**src/rtl/add_pipe.sv**
```systemverilog
// Two-stage valid/ready adder/subtractor with 8086-style flags: S1 adds the low half, S2 the high half.
// Optional flag datapath (of, zf, sf, af, pf) is built only when ADD_PIPE_FLAGS_EN is defined.
module add_pipe #(
    parameter int WIDTH = 16
) (
    input  logic             clk,
    input  logic             rst,
    input  logic             in_valid,
    output logic             in_ready,
    input  logic [WIDTH-1:0] a,
    input  logic [WIDTH-1:0] b,
    input  logic             cin,
    input  logic             sub,
    input  logic             flush,
    output logic             out_valid,
    input  logic             out_ready,
    output logic [WIDTH-1:0] sum,
    output logic             cf,
    output logic             of,
    output logic             zf,
    output logic             sf,
    output logic             af,
    output logic             pf
);
    localparam int H = WIDTH / 2;

    logic [2:1] vld_pipe;
    logic       s2_free, s1_adv, in_take;

    assign s2_free   = !vld_pipe[2] | out_ready;
    assign s1_adv    = vld_pipe[1] & s2_free;
    assign in_ready  = flush | !vld_pipe[1] | s2_free;
    assign in_take   = in_valid & in_ready;
    assign out_valid = vld_pipe[2];

    always_ff @(posedge clk or posedge rst) begin
        if (rst) begin
            vld_pipe <= '0;
        end else if (flush) begin
            vld_pipe <= '0;
        end else begin
            if (s2_free)  vld_pipe[2] <= vld_pipe[1];
            if (in_ready) vld_pipe[1] <= in_valid;
        end
    end

    // Subtract is a + ~b + ~cin, so both modes share one adder.
    logic [WIDTH-1:0] bx;
    logic             c0;
    logic [H:0]       lo;

    assign bx = sub ? ~b : b;
    assign c0 = sub ^ cin;
    assign lo = {1'b0, a[H-1:0]} + {1'b0, bx[H-1:0]} + (H+1)'(c0);

    logic [H-1:0] s1_lo, s1_ahi, s1_bhi;
    logic         s1_c, s1_sub;

    always_ff @(posedge clk or posedge rst) begin
        if (rst) begin
            s1_lo  <= '0;
            s1_ahi <= '0;
            s1_bhi <= '0;
            s1_c   <= 1'b0;
            s1_sub <= 1'b0;
        end else if (in_take) begin
            s1_lo  <= lo[H-1:0];
            s1_ahi <= a[WIDTH-1:H];
            s1_bhi <= bx[WIDTH-1:H];
            s1_c   <= lo[H];
            s1_sub <= sub;
        end
    end

    logic [H:0]       hi;
    logic [WIDTH-1:0] res;

    assign hi  = {1'b0, s1_ahi} + {1'b0, s1_bhi} + (H+1)'(s1_c);
    assign res = {hi[H-1:0], s1_lo};

    always_ff @(posedge clk or posedge rst) begin
        if (rst) begin
            sum <= '0;
            cf  <= 1'b0;
        end else if (s1_adv) begin
            sum <= res;
            cf  <= hi[H] ^ s1_sub;
        end
    end

`ifdef ADD_PIPE_FLAGS_EN
    // Bit 3 always lives in the low half (H >= 4), so af is resolved in S1.
    logic [4:0]   nib;
    logic         s1_af;
    logic [H-1:0] hi_msb;

    assign nib    = {1'b0, a[3:0]} + {1'b0, bx[3:0]} + 5'(c0);
    assign hi_msb = {1'b0, s1_ahi[H-2:0]} + {1'b0, s1_bhi[H-2:0]} + H'(s1_c);

    always_ff @(posedge clk or posedge rst) begin
        if (rst)          s1_af <= 1'b0;
        else if (in_take) s1_af <= nib[4] ^ sub;
    end

    always_ff @(posedge clk or posedge rst) begin
        if (rst) begin
            of <= 1'b0;
            zf <= 1'b0;
            sf <= 1'b0;
            af <= 1'b0;
            pf <= 1'b0;
        end else if (s1_adv) begin
            of <= hi_msb[H-1] ^ hi[H];
            zf <= (res == '0);
            sf <= res[WIDTH-1];
            af <= s1_af;
            pf <= ~^res[7:0];
        end
    end
`else
    assign of = 1'b0;
    assign zf = 1'b0;
    assign sf = 1'b0;
    assign af = 1'b0;
    assign pf = 1'b0;
`endif

endmodule

```
**config.mk**
```make
export PLATFORM = sky130hd
export DESIGN_NAME = add_pipe
export DESIGN_NICKNAME = d
export VERILOG_FILES = /design/src/rtl/add_pipe.sv
export SDC_FILE = /design/constraint.sdc
export NUM_CORES = 1
export LEC_CHECK = 0
export ABC_CLOCK_PERIOD_IN_PS = 2100
export BUFFER_PORTS_ARGS = -buffer_cell sky130_fd_sc_hd__buf_4
export CAP_MARGIN = 10
export CELL_PAD_IN_SITES_DETAIL_PLACEMENT = 1
export CELL_PAD_IN_SITES_GLOBAL_PLACEMENT = 2
export CORE_ASPECT_RATIO = 2
export CORE_MARGIN = 2
export CORE_UTILIZATION = 30
export DETAILED_ROUTE_END_ITERATION = 10
export PLACE_DENSITY_LB_ADDON = 0.1
export SETUP_SLACK_MARGIN = 0.15
export SYNTH_ARGS = -nofsm -noshare
export SYNTH_HDL_FRONTEND = slang
export SYNTH_SLANG_ARGS = --single-unit
export TNS_END_PERCENT = 20
```
**constraint.sdc**
```tcl
create_clock -name clk -period 2.1 [get_ports clk]
set_clock_uncertainty 0.15 [all_clocks]
set_input_delay 0.42 -clock clk [delete_from_list [all_inputs] [get_ports clk]]
set_output_delay 0.42 -clock clk [all_outputs]
set_load 0.02 [all_outputs]
```
### Word-level counts from Yosys, hierarchy flattened

Cells that the tools add are included.

* bits in registers: 45
* input port bits: 39
* word-level logic and storage cells: 29

* reductions and logical operators: 4
* bitwise gates (word level): 8
* mux-type cells: 4
* $add $sub $neg: 4

Operators with widths (count)
* 8-bit by 8-bit adder with 9-bit output: 2
* 9-bit by 1-bit adder with 9-bit output: 2
* 16-bit 2-to-1 mux: 1
* 16-bit NOT: 1
* 2-bit nonzero test: 2
* 1-bit bitwise OR: 3
* 1-bit AND: 2
* 1-bit logical NOT: 2
* 1-bit 2-to-1 mux: 2
* 2-bit 2-to-1 mux: 1
* 1-bit bitwise XOR: 2

### Depth between registers and ports, before layout

Gate-level depths: netlist of run 1.

* depth after elaboration: 5
* depth in mapped cells: 11
* gate-level depth less buffers: 9

### Worst setup path before layout of run 1

Ideal clock, no wire load.

* path type: input port to flip-flop
* start: input port sub
* end: register s1_lo[6]
* stages on the path: 11
* arrival time: 2428 ps
* setup slack: -605 ps
* path buffers: 2
* setup time: 127 ps
* cells stage by stage: buf_2 buf_2 xor2_1 fa_1 inv_1 fa_1 nor2b_1 o31ai_1 nand2b_1 a211oi_1 o31ai_1

* cells in the longest elaborated chain, start to end: 3

RTL lines
* start, declared: line 13 `input logic sub,`
* 16-bit 2-to-1 mux: line 52 `assign bx = sub ? ~b : b;`
* 8-bit by 8-bit adder with 9-bit output: line 54 `assign lo = {1'b0, a[H-1:0]} + {1'b0, bx[H-1:0]} + (H+1)'(c0);`
* 9-bit by 1-bit adder with 9-bit output (*): line 54
* end signal, assigned: line 67 `s1_lo <= lo[H-1:0];`
* end, declared: line 56 `logic [H-1:0] s1_lo, s1_ahi, s1_bhi;`

Mark *: on every way between the ends. The rest lies on a longest branch, timed or not.
A chain may end at the register's enable or synchronous reset.

### Worst setup path after layout of run 1

* start: register s1_ahi[0]
* end: register sum[14]

* cells in the longest elaborated chain, start to end: 2

RTL lines
* start, declared: line 56
* start signal, assigned: line 68 `s1_ahi <= a[WIDTH-1:H];`
* 8-bit by 8-bit adder with 9-bit output: line 78 `assign hi = {1'b0, s1_ahi} + {1'b0, s1_bhi} + (H+1)'(s1_c);`
* 9-bit by 1-bit adder with 9-bit output: line 78
* end signal, assigned: line 86 `sum <= res;`
* end, declared: line 17 `output logic [WIDTH-1:0] sum,`

No other way between the ends.

==> metrics, run 1 <==
outcome finished, violations left; failing checks negative setup slack; crit path launch type flip-flop; area share of and/or/nand/nor cells after synthesis 7.23%; post-synthesis xor/xnor area fraction 9.20%; Leakage 1.58 nW; Hold Vio Cnt, Final 0; flop and latch count out of synthesis 45; overall power 0.00308 W; CTS Buffer Depth 2; vias in the first global route 2115; Pwr per Cell Area 914 nW/um2; global routing met1 resource utilization 13.2%; post-synthesis mux area share 9.10%; CTS tree done; Yosys top cell by area dfrtp_1; largest net degree at the start of global routing 41; met3 Track Usage GR 3.23%; Critical Path RT 2150 ps; drt wl/cell 14.1 um; crit-path cells fa_2, inv_2, fa_2, nor2b_2, o31a_1, o21a_1, o21a_1, o31ai_2; Compound-Gate Fraction of Synth Area 13.8%; drt first pass iters 4; multi-input logic area 1340 um2; Max IR drop VDD 379 uV; quantity of hold-fixing buffers added after cts 0; DIE AREA 9040 um2; vias per cell 4.62; Distinct cells, synth 27; synth top area cells dfrtp_1 (45%), mux2_2 (9.1%), ha_1 (7.1%); fmax 454 MHz; Filler Cells Inserted 930; Slew Viols, Final 0; first-pass GRT wire length 9710 um; top_reg_cell synth dfrtp_1; Layout Nets 368; Mapped Area 2480 um2; area grow syn2layout 36.3%; Seq/Total Area, Yosys 45.5%; Die X 68.2 um; HPWL after detailed placement 4700 um; Hold WC Path Type in2async; Setup Viol. Count Final 3; Post-Route WL 5750 um; Avg Inst Size Synth 10.5 um2; area share of the largest cell type after synthesis 45.5%; register area 1130 um2; top-count cell post-synth dfrtp_1; crit path DAT 2250 ps; Die H 132 um; critical path class reg2reg; Detail Route Antenna Nets 0; initial antenna violation count 0; H-tree depth 2; maxcap violations 0; Int Power 0.00209 W; gr usage total 14.6%; drt initial violations 27; Mapped Cells 235; CTS Root Cell clkbuf_16; fin util 42.2%; GPL Wtd Cong 0.712; Comb pwr share 37.2%; sequential share of power 38.3%; CP max stage cell fa_2; Post-Place Worst Slack -423 ps; met2 usage 28.8%; CORE AREA 8000 um2; clock group share of total power 24.5%; Tcrit/Tclk final 105%; CP Max Fanout 3; Yosys Warn Count 0; number of synthesized flops with an enable pin 0; sw frac 32.3%; asr flop ratio synth 100%; # DRC 0; Ports 63; share of layout cells above drive strength 1 39.7%; most instantiated cells after synthesis dfrtp_1 (45), o21ai_0 (30), nand2_1 (22), mux2_2 (20), xor2_1 (19); RSZ-0062 raised after global routing true; max incr delay on CP 410 ps; total CTS buffers 5; R2R cell count 8; Hold Slack 13.5 ps; GRT busiest layer met2; vias 1884; starting density of the core 31.0%; IO buf count 57; final worst slack -102 ps; n_diodes 0; GRT Residual Overflow 0; setup TNS -151 ps; Synth Area in Adders 10.3%; Sink Count 45; row cnt 46; largest family of logic cells by synthesized area compound AO/OA/AOI/OAI gates; CTS clk-pin slew, worst paths 60 ps; switching power 0.000994 W; Worst Setup End Kind flip-flop; minimum clock period 2200 ps; Clock Latency Late Sink 280 ps
-- kinds of logic (layout without fill, tap and decap cells) --
| kind of cell | after synthesis | count (layout) |
|---|---|---|
| muxes | 20 | 20 |
| DFF | 45 | 45 |
| other | 1 | 5 |
| AOI/OAI and AO/OA | 59 | 59 |
| adders and majority gates | 18 | 18 |
| xor gates and xnor gates | 26 | 26 |
| and+or+nand+nor | 42 | 42 |
| buffers and inverters | 24 | 97 |
-- final timing paths --
path,startpoint,endpoint,slack (ps)
worst min register to register,s1_lo[2]$_DFFE_PP0P_,s1_lo[2]$_DFFE_PP0P_,330
worst max-delay path,s1_ahi[0]$_DFFE_PP0P_,sum[14]$_DFFE_PP0P_,-100
min in group clk,flush,vld_pipe[2]$_DFFE_PP0P_,150
worst max register to register,s1_ahi[0]$_DFFE_PP0P_,sum[14]$_DFFE_PP0P_,-100
max in group asynchronous,rst,s1_ahi[2]$_DFFE_PP0P_,1230
worst min-delay path,rst,s1_ahi[0]$_DFFE_PP0P_,10
-- what timing repair did --
action	in CTS	in global routing
pin swaps	12	6
gates cloned	0	0
endpoints found under the setup margin	10	10
setup buffers	1	2
gates resized for setup	12	4
-- flip-flops by register name (all words and copies together) (netlist names) --
signal / flops
s1_bhi: 8
vld_pipe: 2
s1_sub: 1
s1_lo: 8
s1_ahi: 8
sum: 16
s1_c: 1
cf: 1
-- worst max-delay path, delay by kind of cell, from the launching register on --
| kind | cells | cell delay (ps) |
|---|---|---|
| AOI/OAI and AO/OA | 4 | 810 |
| adders and majority gates | 2 | 630 |
| buffers and inverters | 1 | 70 |
| DFF | 1 | 400 |
| and+or+nand+nor | 1 | 50 |
-- through the flow --
step | area, um2 | cells
3_5_place_dp | 3160 | 397
3_3_place_gp | 3160 | 397
2_1_floorplan | 2550 | 239
4_1_cts | 3350 | 406
6_report | 3370 | 408
5_1_grt | 3370 | 408
-- final cells by class --
cell class              count  share of cell area (%)
multi-input cells         170                    39.6
flip-flops and latches     45                    33.4
repair buffers             79                    18.3
clock buffers               8                    4.04
well taps                  96                    3.56
inverters                  10                    1.11
-- per-layer routing --
layer	wire [um]	part of all wire (%)
met4	117	2.0
met1	1790	31
met5	0	0
met2	3670	64
met3	176	3.1
-- cells in the final DEF, fill, tap and decap left out, types with 4 or more instances in the layout --
cell	netlist	final
buf_4	5	77
dfrtp_1	45	45
o21ai_0	30	27
nand2_1	22	22
mux2_2	20	19
xor2_1	19	17
ha_1	14	13
nor2_1	11	11
a21oi_1	10	9
xnor2_1	7	7
inv_1	10	7
conb_1	1	5
clkbuf_16	0	5
o21a_1	4	4
a211oi_2	0	4
fa_2	0	4
-- power groups by stage --
stage | combinational (W) | clock [W] | sequential, W
4_1_cts | 0.00115 | 0.000784 | 0.00119
6_report | 0.00115 | 0.000754 | 0.00118
3_5_place_dp | 0.00112 | 0 | 0.00120
2_1_floorplan | 0.000525 | 0 | 0.00133
5_1_grt | 0.00128 | 0.000819 | 0.00121
3_3_place_gp | 0.00109 | 0 | 0.00119
Note: power is estimated with default switching activity, not from simulation.
==> run 2, diff against run 1 <==
Settings changed: PLACE_DENSITY set to 0.78, PLACE_DENSITY_LB_ADDON 0.1 to not set.
==> metrics, run 2 (same netlist as run 1, synthesis figures left out) <==
# DRC 0; gr usage total 14.5%; Hold Vio Cnt, Final 0; fmax 445 MHz; largest net degree at the start of global routing 46; GRT Residual Overflow 0; Filler Cells Inserted 919; R2R cell count 8; FF-to-FF Start s1_c$_DFFE_PP0P_; Slew Viols, Final 0; starting density of the core 31.0%; CTS Root Cell clkbuf_16; Hold Slack 2.41 ps; Sink Count 45; critical path class reg2reg; multi-input logic area 1340 um2; Worst Setup End Kind flip-flop; Layout Nets 367; crit path DAT 2290 ps; CORE AREA 8000 um2; vias 1904; Detail Route Antenna Nets 0; share of layout cells above drive strength 1 39.4%; row cnt 46; H-tree depth 2; max incr delay on CP 410 ps; CTS Buffer Depth 2; GPL Wtd Cong 0.785; n_diodes 0; vias per cell 4.69; final worst slack -146 ps; drt first pass iters 2; Leakage 1.59 nW; Max IR drop VDD 324 uV; HPWL after detailed placement 4590 um; Tcrit/Tclk final 107%; first-pass GRT wire length 9570 um; CTS clk-pin slew, worst paths 60 ps; total CTS buffers 5; crit-path cells fa_2, inv_2, fa_2, nor2b_2, o31a_1, o21a_1, o21a_1, o31ai_1; Post-Place Worst Slack -417 ps; leading cell type in the layout, fill and taps excluded buf_4; number of flip-flops in the largest register 16; Hold WC Path Type in2async; commonest non-fill, non-tap cells in the layout buf_4 (75), dfrtp_1 (45), o21ai_0 (26); initial antenna violation count 0; RSZ-0062 raised after global routing true; Top Family by Delay on Critical Path compound AO/OA/AOI/OAI gates; Die H 132 um; Post-Route WL 5860 um; Ports 63; CTS tree done; minimum clock period 2250 ps; maxcap violations 0; Die X 68.2 um; drt wl/cell 14.4 um; IO buf count 57; register area 1130 um2; DIE AREA 9040 um2; Clock Latency Late Sink 290 ps; Setup Viol. Count Final 4; flop-to-flop setup slack -150 ps; area grow syn2layout 36.8%; vias in the first global route 2056; reg-to-reg endpoint sum[14]$_DFFE_PP0P_; drt initial violations 16; failing checks negative setup slack; Pwr per Cell Area 919 nW/um2; crit path launch type flip-flop; outcome finished, violations left; CP max stage cell fa_2; register bank with the most flops sum; CP bufs+invs 1; Critical Path RT 2140 ps; CP Max Fanout 3
run 2: cell types whose count changed in the layout (fill, tap and decap cells not counted), sizes merged:
cell    change
clkbuf      -1
buf         -1
run 2: area by class of cell:
| cell class | count | area share, % |
|---|---|---|
| Clock buffer | 7 | 4.21 |
| Inverter | 10 | 1.11 |
| Multi-Input combinational cell | 170 | 39.5 |
| Sequential cell | 45 | 33.2 |
| Tap cell | 96 | 3.55 |
| Timing Repair Buffer | 78 | 18.4 |
run 2: worst reg2reg max path, cell delays in order (launching register included):
cell	delay [ps]
dfrtp_1	400
fa_2	410
inv_2	70
fa_2	220
nor2b_2	60
o31a_1	280
o21a_1	190
o21a_1	160
o31ai_1	230
run 2: how the worst max path moves through the flow:
stage	cells after the start	startpoint	slack, ps	to
2_1_floorplan	11	sub	-310	s1_lo[6]$_DFFE_PP0P_
3_3_place_gp	10	b[0]	-360	s1_c$_DFFE_PP0P_
3_5_place_dp	10	sub	-420	s1_c$_DFFE_PP0P_
4_1_cts	8	s1_ahi[0]$_DFFE_PP0P_	-140	sum[14]$_DFFE_PP0P_
5_1_grt	8	s1_c$_DFFE_PP0P_	-240	sum[14]$_DFFE_PP0P_
6_report	8	s1_c$_DFFE_PP0P_	-150	sum[14]$_DFFE_PP0P_
run 2: per-stage QoR:
step	setup TNS [ps]	power [W]	util [%]	area [um2]	cells
floorplan	-1270	0.00185	-	2550	239
global placement	-1830	0.00228	39.6	3170	396
detailed placement	-2300	0.00232	39.6	3170	396
CTS	-348	0.00317	42.0	3360	405
global route	-861	0.00333	42.4	3390	406
finish	-333	0.00311	42.4	3390	406
run 2: timing repair:
action                                  in CTS  in global routing
buffers inserted                             2                  1
hold endpoints to repair                     0                  0
endpoints found under the setup margin      10                 10
gates resized for setup                     13                  3
pin swaps                                    7                  5
hold buffers                                 0                  0
run 2: routing by layer:
metal | routed length, um | vias to the layer above | global-route usage [%]
met5 | 0 | - | 0
li1 | - | 937 | -
met4 | 167 | 0 | 7.22
met2 | 3680 | 35 | 28.2
met3 | 168 | 11 | 2.47
met1 | 1840 | 921 | 13.3
run 2: report_power, final:
part	total, W	switching (W)	leakage (nW)	internal, W
logic	0.00115	0.000578	0.978	0.000575
registers	0.00119	0.000116	0.542	0.00107
clock network	0.000775	0.000308	0.0700	0.000467
